<file path="config.mk">
export PLATFORM = sky130hd
export DESIGN_NAME = ifetch_unit
export DESIGN_NICKNAME = d
export VERILOG_FILES = /design/src/rtl/cpu_pkg.sv /design/src/rtl/ifetch_unit_if_id_reg.sv /design/src/rtl/ifetch_unit.sv
export SDC_FILE = /design/constraint.sdc
export NUM_CORES = 1
export LEC_CHECK = 0
export ABC_AREA = 1
export CELL_PAD_IN_SITES_DETAIL_PLACEMENT = 0
export CELL_PAD_IN_SITES_GLOBAL_PLACEMENT = 1
export CORE_ASPECT_RATIO = 1.25
export CORE_MARGIN = 2
export CORE_UTILIZATION = 37
export CTS_CLUSTER_SIZE = 40
export DETAILED_ROUTE_END_ITERATION = 8
export PLACE_DENSITY = 0.95
export REMOVE_ABC_BUFFERS = 1
export SYNTH_ARGS = -nofsm -noshare
export SYNTH_HDL_FRONTEND = slang
export SYNTH_SLANG_ARGS = --single-unit
</file>
<file path="constraint.sdc">
create_clock -name clk -period 3.11 [get_ports clk]
set_input_delay 0.933 -clock clk [delete_from_list [all_inputs] [get_ports clk]]
set_output_delay 0.933 -clock clk [all_outputs]
set_load 0.1 [all_outputs]
</file>
<file path="src/rtl/cpu_pkg.sv">
// rtl/cpu_pkg.sv - shared fetch constants and state type
package cpu_pkg;

    localparam int                  PC_W      = 8;
    localparam logic [PC_W-1:0]     RESET_PC  = 8'h00;
    localparam int                  INSTR_W   = 32;
    localparam logic [INSTR_W-1:0]  HALT_WORD = 32'h0000_0000;
    localparam int                  PC_STEP   = 4;

    typedef enum logic [1:0] {
        ST_BOOT = 2'd0,
        ST_RUN  = 2'd1,
        ST_HALT = 2'd2,
        ST_ERR  = 2'd3
    } fetch_state_e;

endpackage

</file>
<file path="src/rtl/ifetch_unit_if_id_reg.sv">
// rtl/ifetch_unit_if_id_reg.sv - IF/ID pipeline register with hold and bubble controls
module if_id_reg #(
    parameter int PC_W    = cpu_pkg::PC_W,
    parameter int INSTR_W = cpu_pkg::INSTR_W
) (
    input  logic               clk,
    input  logic               rst_n,
    input  logic               hold,
    input  logic               clear,
    input  logic [INSTR_W-1:0] instr_in,
    input  logic [PC_W-1:0]    pc_in,
    output logic [INSTR_W-1:0] instr,
    output logic [PC_W-1:0]    pc,
    output logic               valid
);

    // A bubble only drops valid; the stale payload is never consumed.
    always_ff @(posedge clk or negedge rst_n) begin
        if (!rst_n) begin
            instr <= '0;
            pc    <= '0;
            valid <= 1'b0;
        end else if (clear) begin
            valid <= 1'b0;
        end else if (!hold) begin
            instr <= instr_in;
            pc    <= pc_in;
            valid <= 1'b1;
        end
    end

endmodule

</file>
<file path="src/rtl/ifetch_unit.sv">
// rtl/ifetch_unit.sv - instruction fetch: PC ownership, redirect, stall, halt and error trap
module ifetch_unit #(
    parameter int                          PC_W      = cpu_pkg::PC_W,
    parameter logic [PC_W-1:0]             RESET_PC  = cpu_pkg::RESET_PC,
    parameter logic [cpu_pkg::INSTR_W-1:0] HALT_WORD = cpu_pkg::HALT_WORD
) (
    input  logic                          clk,
    input  logic                          rst_n,
    input  logic                          IF_stall,
    input  logic                          IF_redirect,
    input  logic [PC_W-1:0]               IF_redirect_pc,
    output logic [PC_W-1:0]               IF_imem_pc,
    input  logic [cpu_pkg::INSTR_W-1:0]   IF_imem_instruction,
    output logic [cpu_pkg::INSTR_W-1:0]   IF_instr,
    output logic [PC_W-1:0]               IF_pc,
    output logic                          IF_valid,
    output logic                          IF_halted,
    output logic                          IF_err
);
    import cpu_pkg::*;

    fetch_state_e    state, state_nxt;
    logic [PC_W-1:0] pc, pc_nxt;
    logic            misaligned;
    logic            halt_hit;
    logic            reg_hold;
    logic            reg_clear;

    assign misaligned = IF_redirect_pc[1:0] != 2'b00;
    assign halt_hit   = IF_imem_instruction == HALT_WORD;

    always_comb begin
        state_nxt = state;
        pc_nxt    = pc;
        reg_hold  = 1'b0;
        reg_clear = 1'b1;
        case (state)
            ST_BOOT, ST_HALT: begin
                if (IF_redirect) begin
                    if (misaligned) begin
                        state_nxt = ST_ERR;
                    end else begin
                        state_nxt = ST_RUN;
                        pc_nxt    = IF_redirect_pc;
                    end
                end else if (state == ST_BOOT) begin
                    state_nxt = ST_RUN;
                end
            end
            ST_RUN: begin
                if (IF_redirect) begin
                    if (misaligned) begin
                        state_nxt = ST_ERR;
                    end else begin
                        pc_nxt = IF_redirect_pc;
                    end
                end else if (IF_stall) begin
                    reg_clear = 1'b0;
                    reg_hold  = 1'b1;
                end else if (halt_hit) begin
                    state_nxt = ST_HALT;
                end else begin
                    reg_clear = 1'b0;
                    pc_nxt    = pc + PC_W'(PC_STEP);
                end
            end
            default: ;
        endcase
    end

    always_ff @(posedge clk or negedge rst_n) begin
        if (!rst_n) begin
            state <= ST_BOOT;
            pc    <= RESET_PC;
        end else begin
            state <= state_nxt;
            pc    <= pc_nxt;
        end
    end

    if_id_reg #(
        .PC_W    (PC_W),
        .INSTR_W (INSTR_W)
    ) u_if_id_reg (
        .clk      (clk),
        .rst_n    (rst_n),
        .hold     (reg_hold),
        .clear    (reg_clear),
        .instr_in (IF_imem_instruction),
        .pc_in    (pc),
        .instr    (IF_instr),
        .pc       (IF_pc),
        .valid    (IF_valid)
    );

    assign IF_imem_pc = pc;
    assign IF_halted  = state == ST_HALT;
    assign IF_err     = state == ST_ERR;

endmodule

</file>
Word-level counts from Yosys, hierarchy flattened. Cells that the tools add are included.

Output and inout port bits: 51. Word-level logic and storage cells: 49. Flip-flop bits (word level): 51. Input port bits: 44.

Equal/unequal tests: 10. Bitwise gates (word level): 2. Reduce and logical (&&, ||, !) cells: 8. Add/subtract/negate cells: 1. Multiplexer cells: 23.

Operator list (number): $mux W8 (5); $logic_not A32 Y1 (1); $pmux W8 S2 (1); $ne A3 B3 Y1 const B (5); $mux W2 (7); $mux W1 (9); $add A8 B3 Y8 const B (1); $reduce_and A5 Y1 (1); $eq A2 B2 Y1 const B (2); $ne A2 B2 Y1 const B (2); $pmux W2 S2 (1); $reduce_and A4 Y1 (1); $reduce_bool A2 Y1 (2); $eq A2 B1 Y1 const B (1); $logic_not A2 Y1 (1); $not A1 Y1 (2); $reduce_and A2 Y1 (1); $reduce_or A2 Y1 (1).

Longest topological paths before layout. Gate-level depths: netlist of the first run.

Depth after elaboration: 7. Gate-level depth with buffers: 9. Gate-level depth less buffers: 9.

Cells and area by module. From an unflattened synthesis of the first run, not the netlist that was laid out.

Cells, all modules: 311. Area, all modules: 2482.4 um^2.

Modules (own cells, without submodules): if_id_reg (instances 1, area an instance 1594.0 um^2, sequential area each 1026.0 um^2, cells each 176); ifetch_unit (instances 1, area an instance 888.4 um^2, sequential area each 250.2 um^2, cells each 135).

Least setup slack after synthesis of the first run. No wires, ideal clock.

Path type: reg-to-output. Start point: register state[0]. End point: output port IF_halted. Arrival time: 1.694 ns. Path buffers: 0. Cell stages (with the launch flop): 2. Setup slack: 0.483 ns. Required time: 2.177 ns. Cell sequence: dfrtp_1 nor2_1.

Word-level cells in the longest chain between the ends: 1.

Ends and longest elaborated chain: from (decl) (RTL line ifetch_unit.sv:22) `fetch_state_e state, state_nxt;`; from (signal assigned) (RTL line ifetch_unit.sv:76) `state <= state_nxt;`; $eq A2 B2 Y1 (RTL line ifetch_unit.sv:97) `assign IF_halted = state == ST_HALT;`; to (decl) (RTL line ifetch_unit.sv:17) `output logic IF_halted,`.

Every way passes these cells.

Worst setup path in the final report of the first run.
Start point: input port IF_redirect. End point: register u_if_id_reg.instr[26].

Word-level cells in the longest chain between the ends: 4. Elaborated cells between the ends (all ways): 7. Classes of those cells: mux: 4; bitwise: 2; reduce/logical: 1.

Ends and longest elaborated chain: from (decl) (RTL line ifetch_unit.sv:10) `input logic IF_redirect,`; $mux W1 (RTL line ifetch_unit.sv:51) `if (IF_redirect) begin`; $mux W1 (RTL line ifetch_unit.sv:37) `case (state)`; $not A1 Y1 (no line); $reduce_and A2 Y1 (no line) *; to (signal assigned) (RTL line ifetch_unit_if_id_reg.sv:26) `instr <= instr_in;`; to (decl) (RTL line ifetch_unit_if_id_reg.sv:12) `output logic [INSTR_W-1:0] instr,`.

Every way passes the cells marked *; elsewhere a longest branch is shown, timed or not. A chain may end at the register's enable or synchronous reset.

==> results.md, run 1 <==
- Vias in the first global route: roughly 2,400
- Final hold viol count: 0
- Port bufs: between 90 and 100
- Reg2Reg Depth: 7
- Skew final: ~2.8 ps
- Slew Limit Fails: 0
- Mux share of post-synthesis cell area: 0%
- GR Util met1: between 20% and 30%
- Worst R2R End: u_if_id_reg.instr[26]
- Die H: 104 um
- CTS tree: built
- Met2 Usage GRT: between 20% and 30%
- Xor/xnor share of the synthesized area: less than 1%
- Setup TNS Final: 0 ps
- Number of hold buffers added after CTS: 0
- Min-delay src: u_if_id_reg.pc[3]
- DRT Wirelength: roughly 7200 um
- Busiest layer in global routing: met2
- CP required: 3310 ps
- Share of cells above drive strength 1: about two fifths
- DRC errors left: 0
- Row cnt: 36
- DR vias/cell: roughly 4.9
- Die ar.: around 9000 um^2
- Worst Hold Class: flip-flop to flip-flop
- Fmax: between 0.4 and 0.5 GHz
- Period minus WS final: roughly 2400 ps
- Mapped Area: ~3000 um^2
- Total track usage: between 15 and 20%
- Vias: approximately 2,400
- Routed Antenna Nets: 0
- Yosys reg bits: about 50
- # IOs: between 90 and 100
- Final setup fails: 0
- Status: complete, no violations
- DR pass1 iterations: 4
- Clock-pin slew on the worst setup and hold paths: 90 ps
- Synth warn: 0
- Critical Path, Cell by Cell: clkdlybuf4s50_1, inv_1, nand3_2, inv_4, nand3_4, buf_4, nand2_4, nand2_2
- Synth-to-layout area growth: 31.9%
- Worst rel slew slack: 58.2%
- Largest net degree at the start of global routing: a little over 40
- CP Launch Type: primary input
- M3 GR Usage: 3.10%
- Worst Hold End: u_if_id_reg.pc[3]
- Resized cells post-CTS: 0
- Syn Area/Cell: about 9.5 um^2
- Flop2flop setup slack: 1400 ps
- Max-Cap Viols: 0
- Arrival @ worst endpoint: 2580 ps
- Total congestion overflow: 0
- First-pass GRT wire length: 12,000 um
- CP Class: primary input to flip-flop
- Die width: ~84 um
- Post-CTS setup buffer count: 0
- Worst path slowest cell: clkdlybuf4s50_1
- RSZ-0062 raised after global routing: no
- Post-Synth Adder-Cell Area: less than 1%
- Post-DP HPWL: about 5300 um
- Critical Path Fanout Max: 30
- Floorplan Core Area: between 7000 and 8000 um^2
- Wire per inst: between 10 and 15 um
- Fin crit share: 76.7%
- Inserted Diodes: 0
- Worst-skew pair later-pin latency: 300 ps
- Nets: 447
- Library cells used by synthesis: 30
- FF-to-FF Start: state[1]
- H-tree depth: 2
- Sequential fraction of the synthesis area: between 40% and 50%
- Starting DRT DRC Count: around 100
- Max incr delay on CP: around 440 ps
- Initial antenna violation count: 0
- Syn Inst Count: between 300 and 400
- Compound-Gate Fraction of Synth Area: under 10%
- GPL Wtd Cong: 0.786
- Hold depth: 2
- Post-synthesis simple-gate area fraction: roughly 47%
- Initial Utilization: roughly two fifths
- CTS Buffer Depth: 2
- Worst setup EP type: flip-flop
- Clk root buf: clkbuf_8
- Num CTS Buffers: 5
- CTS sink count: between 50 and 60
- Largest family of logic cells by synthesized area: simple AND/OR/NAND/NOR gates
- Tightest Pin Transition: about 620 ps
## state kept, by name, summed over array words and instances (netlist names)
register           flops
u_if_id_reg.valid      1
u_if_id_reg.instr     32
IF_imem_pc             8
state                  2
u_if_id_reg.pc         8
## cells in the mapped netlist
cell / count / share of area (%)
nand3_1: 10 / 1.7
nor3_1: 2 / 0.34
o21ai_0: 7 / 1.2
ha_1: 1 / 0.42
buf_12: 4 / 2.7
clkbuf_1: 4 / 0.51
inv_2: 2 / 0.25
nand3_2: 1 / 0.34
inv_4: 1 / 0.21
nand2_2: 42 / 8.8
nor2_4: 4 / 1.5
o22ai_1: 2 / 0.42
nor2_1: 28 / 3.5
nand2_4: 39 / 15
inv_1: 7 / 0.88
a21oi_2: 1 / 0.29
xor2_1: 1 / 0.29
a21oi_1: 1 / 0.17
o211ai_1: 1 / 0.25
a31oi_1: 1 / 0.21
dfrtp_1: 51 / 43
nand4_4: 1 / 0.72
nand2_1: 46 / 5.8
o21a_1: 1 / 0.25
xnor2_1: 1 / 0.29
o21ai_1: 1 / 0.17
buf_2: 10 / 1.7
nand3_4: 1 / 0.59
nand4_1: 40 / 8.4
nand3b_1: 1 / 0.25
## layer usage
layer	up-vias	wire length [um]
met5	-	0
met4	0	99
met3	10	369
met2	71	3700
met1	1148	3020
li1	1215	-
## layout by cell type, fill, tap and decap left out, types with 2 or more instances in the layout
| master | n |
|---|---|
| buf_4 | 57 |
| clkbuf_8 | 7 |
| clkdlybuf4s50_1 | 42 |
| dfrtp_1 | 51 |
| inv_1 | 7 |
| inv_2 | 2 |
| nand2_1 | 46 |
| nand2_2 | 42 |
| nand2_4 | 39 |
| nand3_1 | 10 |
| nand4_1 | 40 |
| nor2_1 | 28 |
| nor2_4 | 4 |
| nor3_1 | 2 |
| o21ai_0 | 7 |
| o22ai_1 | 2 |
## stage by stage
stage	util [%]	cells	setup slack (ps)	area, um^2	hold slack (ps)
floorplan	-	294	349	2830	482
global placement	49.0	490	459	3820	492
detailed placement	49.0	490	399	3820	497
CTS	50.3	498	720	3920	520
global route	50.3	498	563	3920	529
finish	50.3	498	726	3920	503
## kinds of logic after synthesis
family,Yosys count
AND/OR/NAND/NOR,215
buffers and inverters,28
adder cells (fa/ha/maj),1
AO/OA/AOI/OAI,15
flip-flops,51
XOR/XNOR,2
## how the worst max path moves through the flow
stage / from / endpoint
6_report: IF_redirect / u_if_id_reg.instr[26]
5_1_grt: IF_redirect / u_if_id_reg.instr[22]
4_1_cts: IF_redirect / u_if_id_reg.instr[25]
3_5_place_dp: IF_redirect / u_if_id_reg.instr[25]
3_3_place_gp: IF_redirect / u_if_id_reg.instr[21]
2_1_floorplan: IF_redirect / u_if_id_reg.pc[3]
## critical path, delay by kind of cell
family	cells	cell delay, ps
simple gates	4	470
buf+inv	4	1160
## layout make-up
| type | instances | area (um^2) |
|---|---|---|
| Multi-Input combinational cell | 233 | 1510 |
| Fill cell | 740 | 3870 |
| Inverter | 10 | 40.0 |
| Timing Repair Buffer | 101 | 873 |
| Tap cell | 95 | 119 |
| Clock buffer | 8 | 100 |
| Sequential cell | 51 | 1280 |
Power of run 1 is not shown: default switching activity piles up to over one toggle a cycle in this logic, so the estimate is an artifact.
==> run 2, diff against run 1 <==
--- a/config.mk
+++ b/config.mk
@@ -10,10 +10,10 @@
 export CELL_PAD_IN_SITES_GLOBAL_PLACEMENT = 1
 export CORE_ASPECT_RATIO = 1.25
 export CORE_MARGIN = 2
-export CORE_UTILIZATION = 37
+export CORE_UTILIZATION = 31
 export CTS_CLUSTER_SIZE = 40
 export DETAILED_ROUTE_END_ITERATION = 8
-export PLACE_DENSITY = 0.95
+export PLACE_DENSITY = 0.88
 export REMOVE_ABC_BUFFERS = 1
 export SYNTH_ARGS = -nofsm -noshare
 export SYNTH_HDL_FRONTEND = slang
==> constraint.sdc (replaced) <==
create_clock -name clk -period 2.1 [get_ports clk]
set_input_delay 0.63 -clock clk [delete_from_list [all_inputs] [get_ports clk]]
set_output_delay 0.63 -clock clk [all_outputs]
set_load 0.1 [all_outputs]
==> results.md, run 2 (synthesis results as in run 1) <==
- Status: complete, no violations
- DRC errors left: 0
- Port bufs: 94
- Final hold viol count: 0
- Initial antenna violation count: 0
- GR Util met1: a little under a fifth
- Setup TNS Final: 0 ps
- Busiest layer in global routing: met2
- Reg2Reg Depth: 7
- Num CTS Buffers: 5
- Reg area: 1280 um^2
- Resized cells post-CTS: 0
- Worst rel slew slack: about three quarters
- Die width: 91.6 um
- Total track usage: ~15%
- CP required: around 2300 ps
- Fin crit share: ~90%
- Crit path to: u_if_id_reg.instr[4]
- Post-CTS setup buffer count: 0
- Clock-pin slew on the worst setup and hold paths: roughly 70 ps
- Layout Utilization: approximately 53%
- Clk root buf: clkbuf_16
- Met2 Usage GRT: between 20% and 30%
- Inserted Diodes: 0
- Slew Limit Fails: 0
- Worst setup EP type: flip-flop
- Wire per inst: roughly 14 um
- Post-route setup slack: 235 ps
- Critical path startpoint: IF_imem_instruction[13]
- Final setup fails: 0
- DR vias/cell: roughly 4.6
- CTS Buffer Depth: 2
- Critical Path, Cell by Cell: clkdlybuf4s50_1, nor2_1, nand2_2, nor2_4, nand4_4, buf_4, nand4_1, nand2_2
- Total congestion overflow: 0
- Period minus WS final: 1860 ps
- Worst R2R End: IF_imem_pc[6]
- Commonest non-fill, non-tap cell in the layout: buf_12
- Worst path slowest cell: clkdlybuf4s50_1
- Largest net degree at the start of global routing: 52
- Row cnt: 39
- Post-DP HPWL: 6030 um
- Die H: 113 um
- DRT Wirelength: 7670 um
- Flop2flop setup slack: ~690 ps
- # IOs: 95
- Initial Utilization: between 30% and 40%
- Share of cells above drive strength 1: a little over two fifths
- Arrival @ worst endpoint: approximately 2000 ps
- First-pass GRT wire length: about 13,000 um
- Nets: ~470
- Worst-skew pair later-pin latency: 280 ps
- Fill cells: around 800
- Critical Path Fanout Max: 28
- Routed Antenna Nets: 0
- Vias: 2,531
- Largest register FFs: 32
- Synth-to-layout area growth: 64.1%
- Number of hold buffers added after CTS: 0
- RSZ-0062 raised after global routing: no
- Max-Cap Viols: 0
- Final Hold Slack: around 320 ps
- Top cell by count, worst path: nand2_2
- Max incr delay on CP: about 440 ps
- Fmax: around 0.54 GHz
- Worst Hold Class: primary input to async pin
- Most flop-heavy register: u_if_id_reg.instr
- Dpl ws: -113 ps
- Multi-input logic area: ~1500 um^2
- Skew final: ~3.8 ps
- M3 GR Usage: 2.97%
- CTS sink count: 51
- Vias in the first global route: 2,605
- Starting DRT DRC Count: 80
- H-tree depth: 2
- CP Launch Type: primary input
- GPL Wtd Cong: 0.786
- Tightest Pin Transition: 368 ps
- FF-to-FF Start: IF_imem_pc[2]
- Floorplan Core Area: 9220 um^2
- CP Class: primary input to flip-flop
- Leading cell types in the layout, fill and taps excluded: 57 x buf_12, 51 x dfrtp_1, 46 x nand2_1
- DR pass1 iterations: 5
- CTS tree: built
- Die ar.: about 10,000 um^2
==> run 2: final cells by class <==
cell class / count / area share, %
clock buffer: 8 / 3.21
tap: 123 / 3.16
multi-input combinational: 233 / 31.0
timing repair buffer: 123 / 35.7
inverter: 10 / 0.821
sequential: 51 / 26.2
==> run 2: per-layer routing <==
| layer | up-vias | share of wire [%] | wire (um) |
|---|---|---|---|
| li1 | 1265 | - | - |
| met1 | 1191 | 40 | 3100 |
| met2 | 67 | 54 | 4130 |
| met3 | 8 | 4.7 | 361 |
| met4 | 0 | 0.94 | 72 |
| met5 | - | 0 | 0 |
==> run 2: worst min-delay path by stage <==
stage / slack (ps) / end / cells past startpoint
floorplan: 330 / IF_imem_pc[0] / 0
global route: 350 / u_if_id_reg.instr[6] / 2
detailed placement: 520 / state[1] / 2
finish: 320 / u_if_id_reg.instr[6] / 2
global placement: 510 / state[1] / 2
CTS: 340 / u_if_id_reg.pc[0] / 2
==> run 2: stage by stage <==
stage | cell area [um^2] | instances
6_report | 4870 | 548
5_1_grt | 4870 | 548
4_1_cts | 4870 | 548
3_5_place_dp | 4720 | 540
3_3_place_gp | 4720 | 540
2_1_floorplan | 2830 | 294
==> run 2: worst max-delay path: cells and delay by family <==
kind / cells / cell delay (ps)
simple gates: 6 / 700
buf+inv: 2 / 690
Power of run 2 is left out for the same reason.
==> run 3, diff against run 2 <==
--- a/config.mk
+++ b/config.mk
@@ -10,11 +10,12 @@
 export CELL_PAD_IN_SITES_GLOBAL_PLACEMENT = 1
 export CORE_ASPECT_RATIO = 1.25
 export CORE_MARGIN = 2
-export CORE_UTILIZATION = 31
+export CORE_UTILIZATION = 37
 export CTS_CLUSTER_SIZE = 40
 export DETAILED_ROUTE_END_ITERATION = 8
-export PLACE_DENSITY = 0.88
+export PLACE_DENSITY = 0.95
 export REMOVE_ABC_BUFFERS = 1
 export SYNTH_ARGS = -nofsm -noshare
 export SYNTH_HDL_FRONTEND = slang
 export SYNTH_SLANG_ARGS = --single-unit
+export TNS_END_PERCENT = 100
==> constraint.sdc (replaced) <==
create_clock -name clk -period 2.3 [get_ports clk]
set_input_delay 0.69 -clock clk [delete_from_list [all_inputs] [get_ports clk]]
set_output_delay 0.69 -clock clk [all_outputs]
set_load 0.1 [all_outputs]
==> results.md, run 3 (synthesis results as in run 1) <==
- Vias in the first global route: 2,529
- Critical Path Fanout Max: 7
- First-pass GRT wire length: about 12,000 um
- Worst-skew pair later-pin latency: ~300 ps
- Die ar.: 8770 um^2
- Post-Layout Cell Count: around 510
- Skew final: about 7.9 ps
- Routed Antenna Nets: 0
- Status: complete, no violations
- Most flop-heavy register: u_if_id_reg.instr
- Layout Utilization: 52.5%
- Post-DP HPWL: approximately 5500 um
- Post-CTS setup buffer count: 0
- Resized cells post-CTS: 0
- Port bufs: between 90 and 100
- DR vias/cell: slightly below 5
- Period minus WS final: ~1900 ps
- CP Class: primary input to flip-flop
- H-tree depth: 2
- Inserted Diodes: 0
- Vias: 2,504
- CTS tree: built
- DR pass1 iterations: 4
- Nets: approximately 460
- GPL Wtd Cong: between 0.7 and 0.8
- DRT Wirelength: just over 7000 um
- Slew Limit Fails: 0
- DRC errors left: 0
- Wire per inst: ~14 um
- Synth-to-layout area growth: 37.7%
- CP required: roughly 2500 ps
- Initial Utilization: 38.1%
- FF-to-FF Start: state[1]
- Max-Cap Viols: 0
- Total congestion overflow: 0
- Worst Hold Class: primary input to async pin
- Die width: 84.1 um
- Number of hold buffers added after CTS: 0
- Worst rel slew slack: between 60 and 70%
- Final setup fails: 0
- Largest register FFs: 32
- Clock-pin slew on the worst setup and hold paths: 90 ps
- CTS sink count: 51
- RSZ-0062 raised after global routing: no
- Total track usage: between 10% and 20%
- Die H: 104 um
- Initial antenna violation count: 0
- Largest net degree at the start of global routing: 29
- Fin crit share: between 80 and 90%
- Inst Count DP: approximately 500
- Critical path startpoint: IF_imem_instruction[9]
- Floorplan Core Area: ~7800 um^2
- Worst setup EP type: flip-flop
- # IOs: 95
- Arrival @ worst endpoint: between 2000 and 2500 ps
- CTS Buffer Depth: 2
- CP Launch Type: primary input
- Tightest Pin Transition: approximately 570 ps
- Row cnt: 36
- Leading cell types in the layout, fill and taps excluded: 56 x buf_4, 51 x dfrtp_1, 46 x nand2_1
- Fmax: ~0.52 GHz
- Final hold viol count: 0
- Clk root buf: clkbuf_8
- Commonest non-fill, non-tap cell in the layout: buf_4
- Share of cells above drive strength 1: around 40%
- Num CTS Buffers: 5
- Starting DRT DRC Count: 91
## run 3: changes by cell type in the layout (fill, tap and decap cells not counted), sizes merged
cell	previous run	this run
buf	81	67
## run 3: routing by layer
layer  part of all wire (%)  GRT usage (%)
met3                    5.0           3.25
met5                      0              0
met1                     41           20.3
met4                    1.3           4.26
met2                     52           29.5
## run 3: final timing paths
| kind | to | slack (ps) | cells past startpoint |
|---|---|---|---|
| worst max-delay path | IF_imem_pc[2] | 390 | 10 |
| worst min-delay path | u_if_id_reg.instr[18] | 380 | 1 |
| worst max register to register | state[1] | 900 | 8 |
| worst min register to register | u_if_id_reg.pc[3] | 510 | 2 |
| max in group asynchronous | u_if_id_reg.instr[2] | 1260 | 2 |
| min in group clk | u_if_id_reg.pc[3] | 510 | 2 |
## run 3: worst max-delay path: stages
cell             delay (ps)
clkdlybuf4s50_1         450
nor2_1                  130
nand2_1                 100
nor2_4                  150
nand2_1                  90
nor2_1                  130
nand2_2                 130
nand2_2                 140
nand2_1                  60
nand2_1                  70
## run 3: cell type report
cell class                      instances  area (um^2)
Fill cell                             739         3700
Sequential cell                        51         1280
Timing Repair Buffer                  109         1050
Clock buffer                            8          100
Tap cell                               95          119
Multi-Input combinational cell        233         1510
Inverter                               10         40.0
## run 3: stage by stage
step	hold slack (ps)	setup WS (ps)	cell area, um^2	setup TNS, ps
after global placement	489	103	3990	0
after CTS	388	373	4090	0
after floorplan	394	-218	2830	-8640
after global routing	403	250	4090	0
final	375	392	4090	0
after detailed placement	501	49.8	3990	0
Power of run 3 is left out for the same reason.
